--- config.mk ---
export PLATFORM = sky130hd
export DESIGN_NAME = softmax_exp_stream
export DESIGN_NICKNAME = d
export VERILOG_FILES = /design/src/rtl/softmax_pkg.sv /design/src/rtl/exp2_frac_lut.sv /design/src/rtl/softmax_exp_stream.sv
export SDC_FILE = /design/constraint.sdc
export NUM_CORES = 2
export LEC_CHECK = 0
export BUFFER_PORTS_ARGS = -buffer_cell sky130_fd_sc_hd__buf_4
export CAP_MARGIN = 20
export CELL_PAD_IN_SITES_DETAIL_PLACEMENT = 1
export CELL_PAD_IN_SITES_GLOBAL_PLACEMENT = 1
export CORE_ASPECT_RATIO = 0.7
export CORE_MARGIN = 2
export CORE_UTILIZATION = 25
export CTS_BUF_LIST = sky130_fd_sc_hd__clkbuf_16
export CTS_CLUSTER_SIZE = 12
export DETAILED_ROUTE_END_ITERATION = 10
export PLACE_DENSITY_LB_ADDON = 0.1
export SETUP_SLACK_MARGIN = 0.4
export SYNTH_ARGS = -nofsm -noshare
export SYNTH_HDL_FRONTEND = slang
export SYNTH_SLANG_ARGS = --single-unit
--- constraint.sdc ---
create_clock -name clk -period 9.5 [get_ports clk]
set_input_delay 1.425 -clock clk [delete_from_list [all_inputs] [get_ports clk]]
set_output_delay 1.425 -clock clk [all_outputs]
set_load 0.02 [all_outputs]
--- src/rtl/softmax_pkg.sv ---
// Shared constants, flag type and exp2 fraction table generator for the softmax exp datapath.
package softmax_pkg;

  localparam int unsigned LOG2E        = 94548;  // log2(e) in Q2.16
  localparam int unsigned LOG2E_FRAC   = 16;
  localparam int unsigned LUT_BITS_DEF = 6;

  typedef struct packed {
    logic ovf;
    logic unf;
  } exp_flags_t;

  // L[i] = round(2^(i/2^lut_bits) * 2^yf); the end point is exactly 2^(yf+1).
  // Evaluated only at elaboration; the integer conversion limits yf to about 29.
  function automatic logic [63:0] exp2_lut_entry(input int unsigned i,
                                                 input int unsigned lut_bits,
                                                 input int unsigned yf);
    real v;
    real term;
    real e;
    real scale;
    logic [63:0] res;
    if (i >= (32'd1 << lut_bits)) begin
      res = 64'd1 << (yf + 1);
    end else begin
      v     = ($itor(i) / $itor(32'd1 << lut_bits)) * 0.6931471805599453;
      e     = 1.0;
      term  = 1.0;
      for (int n = 1; n < 24; n++) begin
        term = term * v / $itor(n);
        e    = e + term;
      end
      scale = 1.0;
      for (int n = 0; n < int'(yf); n++) scale = scale * 2.0;
      res = 64'($rtoi(e * scale + 0.5));
    end
    return res;
  endfunction

endpackage

--- src/rtl/exp2_frac_lut.sv ---
// Registered dual-read ROM of 2^(i/2^LUT_BITS) values; returns adjacent entries for interpolation.
module exp2_frac_lut import softmax_pkg::*; #(
  parameter int unsigned LUT_BITS = LUT_BITS_DEF,
  parameter int unsigned YF       = 23,
  localparam int unsigned LW      = YF + 2
) (
  input  logic                clk,
  input  logic                rst,
  input  logic                en,
  input  logic [LUT_BITS-1:0] idx,
  output logic [LW-1:0]       lo,
  output logic [LW-1:0]       hi
);

  localparam int unsigned N = 1 << LUT_BITS;

  logic [LW-1:0]     rom [N+1];
  logic [LUT_BITS:0] idx_lo;
  logic [LUT_BITS:0] idx_hi;

  for (genvar g = 0; g <= N; g++) begin : g_rom
    localparam logic [63:0] E = exp2_lut_entry(g, LUT_BITS, YF);
    assign rom[g] = LW'(E);
  end

  assign idx_lo = {1'b0, idx};
  assign idx_hi = idx_lo + (LUT_BITS + 1)'(1);

  always_ff @(posedge clk) begin
    if (rst) begin
      lo <= '0;
      hi <= '0;
    end else if (en) begin
      lo <= rom[idx_lo];
      hi <= rom[idx_hi];
    end
  end

endmodule

--- src/rtl/softmax_exp_stream.sv ---
// Streaming fixed-point exp(x) with a 4-stage stallable pipeline, range flags and a
// per-vector saturating sum of results for the softmax denominator.
module softmax_exp_stream import softmax_pkg::*; #(
  parameter int unsigned XW       = 16,
  parameter int unsigned YW       = 46,
  parameter int unsigned YF       = 23,
  parameter int unsigned LUT_BITS = LUT_BITS_DEF,
  parameter int unsigned SW       = YW + 8
) (
  input  logic                 clk,
  input  logic                 rst,
  input  logic                 in_valid,
  output logic                 in_ready,
  input  logic signed [XW-1:0] x,
  input  logic [4:0]           x_shift,
  input  logic                 in_last,
  output logic                 out_valid,
  input  logic                 out_ready,
  output logic [YW-1:0]        y,
  output logic                 y_ovf,
  output logic                 y_unf,
  output logic                 out_last,
  output logic                 sum_valid,
  output logic [SW-1:0]        sum
);

  localparam int unsigned TW     = XW + 18;
  localparam int unsigned KW     = XW + 2;
  localparam int unsigned FB_MAX = XW + 15;
  localparam int unsigned RW     = 24 - LUT_BITS;
  localparam int unsigned LW     = YF + 2;
  localparam int unsigned PW     = LW + RW;

  logic en;

  logic                 v1_q, v2_q, v3_q;
  logic                 l1_q, l2_q, l3_q;
  logic signed [TW-1:0] t1_q;
  logic [4:0]           sh1_q;
  logic signed [KW-1:0] k2_q, k3_q;
  logic [RW-1:0]        r2_q;
  logic [LW-1:0]        m3_q;
  logic [LW-1:0]        lut_lo, lut_hi;

  logic [4:0]           sh_c;
  logic signed [TW-1:0] t_d;
  logic [5:0]           fb;
  logic signed [KW-1:0] k_d;
  logic [FB_MAX-1:0]    frac;
  logic [FB_MAX-1:0]    frac_al;
  logic [23:0]          f24;
  logic [LUT_BITS-1:0]  idx_d;
  logic [RW-1:0]        r_d;
  logic [PW-1:0]        prod;
  logic [LW-1:0]        m_d;
  int                   k_int;
  logic [YW-1:0]        y_d;
  exp_flags_t           flags_d;

  logic [SW-1:0]        acc_q;
  logic [SW:0]          acc_add;
  logic [SW-1:0]        acc_sat;

  assign en       = !out_valid || out_ready;
  assign in_ready = en;

  // S1: t = x * log2(e), carrying x_shift+16 fraction bits
  always_comb begin
    sh_c = (x_shift > 5'(XW - 1)) ? 5'(XW - 1) : x_shift;
    t_d  = TW'(x) * $signed(TW'(LOG2E));
  end

  // S2: split t into integer k and a fraction aligned to 24 bits
  always_comb begin
    fb      = 6'(sh1_q) + 6'(LOG2E_FRAC);
    k_d     = KW'(t1_q >>> fb);
    // A full-width mask wraps to all ones when fb == FB_MAX, which is the intended result.
    frac    = FB_MAX'(t1_q) & ((FB_MAX'(1) << fb) - FB_MAX'(1));
    frac_al = frac << (6'(FB_MAX) - fb);
    f24     = 24'(frac_al >> (FB_MAX - 24));
    idx_d   = f24[23 -: LUT_BITS];
    r_d     = f24[RW-1:0];
  end

  exp2_frac_lut #(
    .LUT_BITS(LUT_BITS),
    .YF      (YF)
  ) u_lut (
    .clk(clk),
    .rst(rst),
    .en (en),
    .idx(idx_d),
    .lo (lut_lo),
    .hi (lut_hi)
  );

  // S3: linear interpolation between adjacent table entries, truncated
  always_comb begin
    prod = PW'(lut_hi - lut_lo) * PW'(r2_q);
    m_d  = lut_lo + LW'(prod >> RW);
  end

  // S4: scale by 2^k with saturation and flush-to-zero
  always_comb begin
    k_int   = int'(k3_q);
    y_d     = '0;
    flags_d = '0;
    if (k_int >= int'(YW - YF)) begin
      y_d         = '1;
      flags_d.ovf = 1'b1;
    end else if (k_int < -int'(YF + 1)) begin
      flags_d.unf = 1'b1;
    end else if (k_int >= 0) begin
      y_d = YW'(m3_q) << k_int;
    end else begin
      y_d         = YW'(m3_q) >> (-k_int);
      flags_d.unf = (y_d == '0);
    end
  end

  always_ff @(posedge clk) begin
    if (rst) begin
      v1_q      <= 1'b0;
      v2_q      <= 1'b0;
      v3_q      <= 1'b0;
      out_valid <= 1'b0;
      l1_q      <= 1'b0;
      l2_q      <= 1'b0;
      l3_q      <= 1'b0;
      t1_q      <= '0;
      sh1_q     <= '0;
      k2_q      <= '0;
      r2_q      <= '0;
      k3_q      <= '0;
      m3_q      <= '0;
      y         <= '0;
      y_ovf     <= 1'b0;
      y_unf     <= 1'b0;
      out_last  <= 1'b0;
    end else if (en) begin
      v1_q      <= in_valid;
      v2_q      <= v1_q;
      v3_q      <= v2_q;
      out_valid <= v3_q;
      if (in_valid) begin
        t1_q  <= t_d;
        sh1_q <= sh_c;
        l1_q  <= in_last;
      end
      if (v1_q) begin
        k2_q <= k_d;
        r2_q <= r_d;
        l2_q <= l1_q;
      end
      if (v2_q) begin
        m3_q <= m_d;
        k3_q <= k2_q;
        l3_q <= l2_q;
      end
      if (v3_q) begin
        y        <= y_d;
        y_ovf    <= flags_d.ovf;
        y_unf    <= flags_d.unf;
        out_last <= l3_q;
      end
    end
  end

  always_comb begin
    acc_add = {1'b0, acc_q} + (SW + 1)'(y);
    acc_sat = acc_add[SW] ? '1 : acc_add[SW-1:0];
  end

  // The last beat closes the vector: publish the total and restart from zero.
  always_ff @(posedge clk) begin
    if (rst) begin
      acc_q     <= '0;
      sum       <= '0;
      sum_valid <= 1'b0;
    end else begin
      sum_valid <= 1'b0;
      if (out_valid && out_ready) begin
        if (out_last) begin
          sum       <= acc_sat;
          sum_valid <= 1'b1;
          acc_q     <= '0;
        end else begin
          acc_q <= acc_sat;
        end
      end
    end
  end

endmodule
==> flow_summary.yaml <==
timing:
  finalWorstSetupSlack_ns: -0.930
  fin_crit_ns: 10.43
  finalClockSkew_ns: 0.0369
  finalHoldViolCount: 0
  setup_viol: 15
  min_period_over_period: 1.10
  drv_slew: 0
  grt_setup_unrepaired: "yes"
  tns_ns: -9.78
  max_clock_freq_mhz: 95.9
  worstMarginPinSlew_ns: 1.19
  maxSlewHeadroom: 0.200
cts:
  clock_path_buffers: 3
  h-tree-depth: 2
  clock_latency_ns: 0.63
  cts-root-buf: "clkbuf_16"
  path_clk_slew_ns: 0.06
  numCtsBuffers: 42
  clock_sinks: 330
  cts_tree: "yes"
  cts_hold_buf: 0
run_status:
  status: "complete, but fails checks"
  violations: "setup timing"
route:
  vias: 43400
  first_iter_violations: 2791
  antenna_left: 0
  drt_pass1_iterations: 5
  vias_per_cell: 4.96
  post_drt_wl_per_cell_um: 23.1
  wl_mm: 202
  drc: 0
synthesis:
  synthFlopType: "dfxtp_1"
  ys_seq_elements: 330
  yosysSeqAreaShare: 0.141
  synthMuxAreaShare: 0.0448
  synth_edf_count: 0
  ys.warnings.count: 0
  syn_area_per_cell_um2: 7.95
  synth_nets: 6815
  synth_fa_ha_area_frac: 0.320
  synthCells: 5910
  netlist_area_um2: 47000
  yosys.area_share.simple: 0.183
  synth-compound-area-share: 0.182
  synth_top_area_cell: "fa_1"
  synth_top_area_frac: 0.229
  ys_top_cells_by_area: "fa_1 23%, dfxtp_1 14%, ha_1 9.1%"
  ys_types: 101
  synth_top_family_by_area: "adder cells"
  synthArstFlopShare: 0
  synth_xor_area_frac: 0.0339
setup_path:
  rrSetupSlack_ns: -0.93
  path_max_fanout: 5
  crit_required_ns: 9.96
  slowest_delay_ns: 0.58
  cp-start-kind: "flop"
  timing.rr.start: "u_lut.hi[0]$_SDFFE_PP0N_"
  crit_arrival_ns: 10.89
  slowest_stage: "fa_2"
  crit_type: "reg2reg"
  crit_start: "u_lut.hi[0]$_SDFFE_PP0N_"
  worst_setup_path_end_kind: "flop"
floorplanning:
  dieArea_um2: 192000
  rows: 133
  core_area_um2: 187000
  die_h_um: 367
  pin_count: 132
  start_util: 0.251
  die_w_um: 522
global_routing:
  grt-ovfl-total: 0
  grt_pass1_vias: 45100
  antenna_found_initial: 9
  grt_pass1_wl_mm: 306
  grt_max_degree: 114
  grt_usage: 0.209
placed_design:
  gp_congestion: 0.862
  port_buffers: 131
  pre_cts_slack_ns: -1.42
  dp_hpwl_mm: 162
final_layout:
  area_growth_pct: 19.7
  fin_util: 0.300
  final_cell_mix: "775 x inv_1, 674 x nand2_1, 572 x buf_4"
  fillers: 22300
  final_common_cell: "inv_1"
  fin_nets: 7119
  drive_gt1_frac: 0.163
pwr:
  leakagePower_nw: 25.4
  vdd_drop_max_mv: 0.255
  p_per_area_nw_per_um2: 331
worst_hold_path:
  min_from: "acc_q[0]$_SDFFE_PP0P_"
  hold_class: "reg2reg"
job:
  maxCapViolCount: 0
-- per-stage QoR --
step | instances | power [mW] | instance area (um^2) | hold WS (ns)
floorplan | 5910 | 9.27 | 47300 | 0.429
global placement | 8612 | 15.6 | 53500 | 0.443
detailed placement | 8614 | 15.7 | 53500 | 0.451
CTS | 8733 | 18.3 | 55900 | 0.459
global route | 8742 | 20.2 | 56300 | 0.479
finish | 8746 | 18.6 | 56300 | 0.456
-- cell families (layout without fill, tap and decap cells) --
group                    Yosys count  in the layout
flip-flops                       330            330
adder cells (fa/ha/maj)          879            879
AND/OR/NAND/NOR                 1863           1863
other                              0              4
AO/OA/AOI/OAI                   1346           1346
multiplexers                     161            161
buffers and inverters           1156           1491
XOR/XNOR                         175            175
-- registers in the layout (all words and copies together) (netlist names), 24 cells and up --
signal and count:
sum 54, acc_q 54, u_lut.hi 25, y 46, m3_q 25, u_lut.lo 24, t1_q 32
-- cell usage after synthesis, drive strengths merged, types with 15 or more instances --
cell and count:
o211ai 45, a22oi 22, nand2 683, mux4 36, dfxtp 330, nor2b 70, o31ai 17, a31oi 50
a211oi 132, a311oi 32, and2 270, o21a 26, fa 537, mux2i 93, ha 342, xnor2 133
inv 788, nor2 453, buf 92, nand2b 31, a21oi 430, mux2 32, nor3 178, o22ai 20
clkbuf 270, o21bai 17, o311ai 18, xor2 41, o21ai 313, a21o 69, and3 32, a211o 15
o32ai 15, nand3 73, nand4 17
-- power by group --
group          total, mW  internal, mW  switching [mW]
registers           1.86          1.57           0.292
clock network       1.74          1.02           0.725
logic               15.0          6.39            8.64
total               18.6          8.98            9.66
-- routing by layer --
metal | up-vias | wire length [um] | track usage
met4 | 2 | 2250 | 0.0261
met3 | 113 | 9210 | 0.0238
met2 | 814 | 76900 | 0.281
met5 | - | 12 | 0
met1 | 22100 | 113000 | 0.352
li1 | 20300 | - | -
-- path summary, 6_finish.rpt --
path,endpoint,cells after the start
setup reg to reg,m3_q[24]$_SDFFE_PP0P_,54
hold / removal,acc_q[0]$_SDFFE_PP0P_,2
setup / recovery,m3_q[24]$_SDFFE_PP0P_,54
hold reg to reg,acc_q[0]$_SDFFE_PP0P_,2
-- critical path: cells and delay by family (launching register included) --
family                   cells  cell delay (ns)
AO/OA/AOI/OAI               18             2.87
buffers and inverters       13             1.25
XOR/XNOR                     2             0.40
flip-flops                   1             0.33
adder cells (fa/ha/maj)     10             4.07
AND/OR/NAND/NOR             11             1.34
-- area by class of cell --
| class | instances | area (um^2) | share of cell area |
|---|---|---|---|
| antenna | 4 | 10.0 | 0.000178 |
| clock buffer | 43 | 1080 | 0.0191 |
| clock inverter | 32 | 373 | 0.00662 |
| inverter | 794 | 2980 | 0.0530 |
| multi-input combinational | 4424 | 37100 | 0.660 |
| sequential | 330 | 6630 | 0.118 |
| tap | 2497 | 3120 | 0.0555 |
| timing repair buffer | 622 | 4960 | 0.0881 |
-- timing repair --
item | in CTS | in global routing
setup buffers | 44 | 7
endpoints found under the setup margin | 21 | 22
gates resized for setup | 132 | 79
pin swaps | 131 | 76
No activity file was read; power rests on OpenSTA's default activity.
